===== src/rtl/sarray_spm_bridge.sv =====
// Scratchpad responder for sarray: arbitrates ar/aw onto one single-port SRAM and returns
// read data through a credit-limited FIFO so r backpressure never loses a beat.
module sarray_spm_bridge #(
  parameter int unsigned ADDR_WIDTH = 32,
  parameter int unsigned DATA_WIDTH = 128,
  parameter int unsigned DEPTH      = 1024,
  parameter int unsigned RD_LAT     = 1,
  parameter int unsigned RSP_DEPTH  = 4
) (
  input  logic                     clk,
  input  logic                     rst,
  input  logic                     sarray_ar_valid_i,
  output logic                     sarray_ar_ready_o,
  input  logic [ADDR_WIDTH-1:0]    sarray_ar_addr_i,
  output logic                     sarray_r_valid_o,
  input  logic                     sarray_r_ready_i,
  output logic [DATA_WIDTH-1:0]    sarray_r_data_o,
  input  logic                     sarray_aw_valid_i,
  output logic                     sarray_aw_ready_o,
  input  logic [ADDR_WIDTH-1:0]    sarray_aw_addr_i,
  input  logic [DATA_WIDTH-1:0]    sarray_aw_data_i,
  output logic                     sram_en_o,
  output logic                     sram_we_o,
  output logic [$clog2(DEPTH)-1:0] sram_addr_o,
  output logic [DATA_WIDTH-1:0]    sram_wdata_o,
  input  logic [DATA_WIDTH-1:0]    sram_rdata_i,
  output logic                     idle_o
);
  localparam int unsigned IdxW = $clog2(DEPTH);
  localparam int unsigned OffW = $clog2(DATA_WIDTH / 8);
  localparam int unsigned PtrW = $clog2(RSP_DEPTH);
  localparam int unsigned CntW = $clog2(RSP_DEPTH + 1);

  typedef enum logic {GntRead = 1'b0, GntWrite = 1'b1} gnt_e;

  gnt_e                  last_grant_q;
  logic [CntW-1:0]       cnt_q, cnt_d;
  logic [RD_LAT-1:0]     pipe_q;
  logic [DATA_WIDTH-1:0] fifo_q [RSP_DEPTH];
  logic [PtrW-1:0]       wr_ptr_q, rd_ptr_q;
  logic [CntW-1:0]       occ_q, occ_d;

  logic                  rd_elig, wr_elig, rd_gnt, wr_gnt;
  logic                  rd_stage, push, pop;
  logic [ADDR_WIDTH-1:0] ar_word, aw_word;
  logic                  unused_word_bits;

  // Byte offset is dropped and indices above DEPTH wrap by truncation.
  assign ar_word          = sarray_ar_addr_i >> OffW;
  assign aw_word          = sarray_aw_addr_i >> OffW;
  assign unused_word_bits = ^{ar_word[ADDR_WIDTH-1:IdxW], aw_word[ADDR_WIDTH-1:IdxW]};

  assign rd_elig = sarray_ar_valid_i && (cnt_q < CntW'(RSP_DEPTH));
  assign wr_elig = sarray_aw_valid_i;

  always_comb begin
    rd_gnt = 1'b0;
    wr_gnt = 1'b0;
    if (!rst) begin
      if (rd_elig && wr_elig) begin
        wr_gnt = (last_grant_q == GntRead);
        rd_gnt = (last_grant_q == GntWrite);
      end else begin
        rd_gnt = rd_elig;
        wr_gnt = wr_elig;
      end
    end
  end

  assign sarray_ar_ready_o = rd_gnt;
  assign sarray_aw_ready_o = wr_gnt;

  assign rd_stage = sram_en_o && !sram_we_o;
  assign push     = pipe_q[RD_LAT-1];
  assign pop      = sarray_r_valid_o && sarray_r_ready_i;

  assign sarray_r_valid_o = (occ_q != '0);
  assign sarray_r_data_o  = fifo_q[rd_ptr_q];
  assign idle_o           = (cnt_q == '0) && !sram_en_o;

  // Credit covers a read from acceptance until its beat leaves the FIFO.
  always_comb begin
    cnt_d = cnt_q;
    if (rd_gnt && !pop) begin
      cnt_d = cnt_q + CntW'(1);
    end else if (!rd_gnt && pop) begin
      cnt_d = cnt_q - CntW'(1);
    end
  end

  always_comb begin
    occ_d = occ_q;
    if (push && !pop) begin
      occ_d = occ_q + CntW'(1);
    end else if (!push && pop) begin
      occ_d = occ_q - CntW'(1);
    end
  end

  always_ff @(posedge clk) begin
    if (rst) begin
      last_grant_q <= GntRead;
      cnt_q        <= '0;
      pipe_q       <= '0;
      sram_en_o    <= 1'b0;
      sram_we_o    <= 1'b0;
      sram_addr_o  <= '0;
      sram_wdata_o <= '0;
    end else begin
      if (rd_elig && wr_elig) begin
        last_grant_q <= wr_gnt ? GntWrite : GntRead;
      end
      cnt_q     <= cnt_d;
      pipe_q    <= (pipe_q << 1) | RD_LAT'(rd_stage);
      sram_en_o <= rd_gnt || wr_gnt;
      sram_we_o <= wr_gnt;
      if (wr_gnt) begin
        sram_addr_o  <= aw_word[IdxW-1:0];
        sram_wdata_o <= sarray_aw_data_i;
      end else if (rd_gnt) begin
        sram_addr_o <= ar_word[IdxW-1:0];
      end
    end
  end

  always_ff @(posedge clk) begin
    if (rst) begin
      wr_ptr_q <= '0;
      rd_ptr_q <= '0;
      occ_q    <= '0;
      for (int unsigned i = 0; i < RSP_DEPTH; i++) begin
        fifo_q[i] <= '0;
      end
    end else begin
      if (push) begin
        fifo_q[wr_ptr_q] <= sram_rdata_i;
        wr_ptr_q         <= wr_ptr_q + PtrW'(1);
      end
      if (pop) begin
        rd_ptr_q <= rd_ptr_q + PtrW'(1);
      end
      occ_q <= occ_d;
    end
  end

endmodule


===== config.mk =====
export PLATFORM = sky130hd
export DESIGN_NAME = sarray_spm_bridge
export DESIGN_NICKNAME = d
export VERILOG_FILES = /design/src/rtl/sarray_spm_bridge.sv
export SDC_FILE = /design/constraint.sdc
export NUM_CORES = 1
export LEC_CHECK = 0
export BUFFER_PORTS_ARGS = -buffer_cell sky130_fd_sc_hd__buf_2
export CAP_MARGIN = 20
export CORE_MARGIN = 2
export CORE_UTILIZATION = 55
export DETAILED_ROUTE_END_ITERATION = 6
export GPL_ROUTABILITY_DRIVEN = 0
export PLACE_DENSITY = 0.8
export REMOVE_ABC_BUFFERS = 1
export SLEW_MARGIN = 20
export SYNTH_ARGS = -nofsm -noshare
export SYNTH_HDL_FRONTEND = slang
export SYNTH_SLANG_ARGS = --single-unit

===== constraint.sdc =====
create_clock -name clk -period 8.2 [get_ports clk]
set_input_delay 0.82 -clock clk [delete_from_list [all_inputs] [get_ports clk]]
set_output_delay 0.82 -clock clk [all_outputs]
set_load 0.02 [all_outputs]

==> metrics.txt <==
ys flop type=edfxtp_1; ys async rst share=0; antenna-violating nets left=0; Die Y=~230 um; most frequent cells after synthesis=and2_1, edfxtp_1, dfxtp_1; clk_lat worst skew=~0.61 ns; antenna violations before repair=19; vias in the first global route=between 15,000 and 20,000; worst clock skew=between 0.02 and 0.025 ns; H-tree depth=3; CP startpoint=rst; Top Ports=597; Power Total=~8.6 mW; CTS Buf Count=68; Placement Rows=between 80 and 90; Total Wirelength=75.1 mm; Seq/Total Area, Yosys=0.661; critical setup path kind=in -> reg; cell area after synthesis=about 28,000 um2; unrepaired setup endpoints after global routing=no; # hold bufs at CTS=0; pins over their slew limit=0; Core Area=roughly 50,000 um2; layout cells sized above 1=0.333; cell taking the most area after synthesis=edfxtp_1; Initial Util=0.557; first-pass GRT wire length=around 110 mm; hold path start=sarray_aw_data_i[98]; Layout area overhead=19.4%; clock-pin slew on the worst setup and hold paths=roughly 0.060 ns; final net count=2,743; Setup Viol. Count Final=0; Hold Path Class=in -> reg; Static Leak=13.3 nW; hold path depth=3; max_cap viols=0; CTS tree=done; Area contributors post-synth=edfxtp_1, and2_1, dfxtp_1, mux4_2, nand2b_1; Placed Instances=between 3,000 and 4,000; syn avg cell area=approximately 15 um2; hold violation total from the final report=0; Slew Limit Headroom=0.294; drt first-iter violations=around 1,300; setup_tns=0 ns; via-per-instance ratio=roughly 5.7; fin crit share=0.495; die area=52,600 um2; Total GRT Usage=0.286; non-filler cells, final=between 3,000 and 4,000; setup repair bufs after CTS=0; Synth Warn #=0; Distinct cells, synth=40; Worst Path Max Fanout=76; Syn Inst Count=~1,900; Residual DRC=0; Post-synth EDFFs=512; Synth Register Bits=666; origin of the critical flop-to-flop path=pipe_q; Yosys top cell area share=0.550; Peak VDD IR=around 160 uV; Final min period=around 4.1 ns; worst path arrival time=~4.3 ns; largest net degree at the start of global routing=94; Die W=roughly 230 um; status=finished, final reports clean; Crit. End Element=register; Sink Count=about 670; drt pass-1 iters=6; Fmax achieved=around 250 MHz; Required @ worst endpoint=about 8.4 ns; clock buffer depth=3; Avg WL per Cell=about 24 um; via count=between 15,000 and 20,000; Worst Max-Slew Pin Slew=about 1.1 ns; detailed placement HPWL=between 40 and 50 mm; CTS root buf=clkbuf_16; Worst Setup Start Kind=primary input; Worst R2R Path Depth=5; Pwr Density=around 260 nW/um2; count leader, synth=and2_1; Overflow after GRT=0; # port buffers=552; PostCTS Resize Cnt=0
final timing paths:
| path | slack, ns | to |
|---|---|---|
| max | 4.14 | fifo_q[2][64] |
| min | 0.42 | sram_wdata_o[98] |
| max reg2reg | 4.20 | fifo_q[2][64] |
| min reg2reg | 0.45 | pipe_q |
cell usage in the layout, fill, tap and decap left out, drive strengths merged:
master / n
a21oi: 2
a221o: 10
a31o: 1
and2: 514
and3: 10
and3b: 1
buf: 576
bufinv: 5
clkbuf: 89
clkinv: 23
dfxtp: 154
diode: 22
edfxtp: 512
fa: 2
ha: 2
inv: 6
mux2i: 2
mux4: 128
nand2: 1
nand2b: 128
nand3: 128
nand3b: 2
nor2: 12
nor2b: 4
nor3: 2
nor3b: 2
nor4: 1
nor4b: 1
o21ai: 130
o21bai: 1
o311ai: 1
o31ai: 1
or2: 2
or3: 3
xnor2: 1
xor2: 8
cell type report:
cell class | instances | area (um2)
Sequential cell | 666 | 18500
Timing Repair Buffer | 576 | 2960
Multi-Input combinational cell | 1100 | 8820
Tap cell | 672 | 841
Antenna cell | 22 | 55.1
Fill cell | 3472 | 16800
Inverter | 2 | 7.51
Clock buffer | 89 | 1920
Clock inverter | 32 | 304
registers in the layout, indices dropped and copies added (netlist names), named ones only:
register,count
last_grant_q,1
sram_wdata_o,128
rd_ptr_q,2
fifo_q,512
cnt_q,3
wr_ptr_q,2
occ_q,3
pipe_q,1
sram_en_o,1
sram_addr_o,10
sram_we_o,1
where the power goes:
group / total, mW / switching, mW / internal, mW / leakage (nW)
Clock: 3.09 / 1.28 / 1.81 / 1.11
Combinational: 1.58 / 0.950 / 0.634 / 5.59
Sequential: 3.97 / 0.128 / 3.85 / 6.57
worst max-delay path, cell delays in order:
cell and delay [ns]:
buf_4 0.30, nor2b_4 0.18, buf_4 0.52, and3b_4 0.83, or2_4 0.65, buf_4 0.78
kinds of logic after synthesis:
kind of cell | Yosys count | share of synthesized area
simple gates | 811 | 0.177
flops | 666 | 0.661
buf+inv | 148 | 0.0253
compound gates | 146 | 0.0284
mux | 130 | 0.104
xor+xnor | 9 | 0.00282
fa+ha+maj | 4 | 0.00233
routing by layer:
layer  vias to the layer above  part of all wire  GRT usage
met5                         -           0.00069          0
met4                         8             0.067      0.194
met3                       167             0.084     0.0642
met2                       792              0.50      0.477
met1                      8990              0.35      0.331
li1                       7958                 -          -
metrics by stage:
stage	instance area (um2)	utilization	setup slack (ns)	hold slack (ns)
floorplan	27200	-	1.09	0.471
global placement	31100	0.620	3.55	0.441
detailed placement	31100	0.620	3.55	0.449
CTS	33300	0.664	4.07	0.396
global route	33300	0.665	3.93	0.416
finish	33400	0.665	4.14	0.423
No activity file was read; power rests on OpenSTA's default activity.
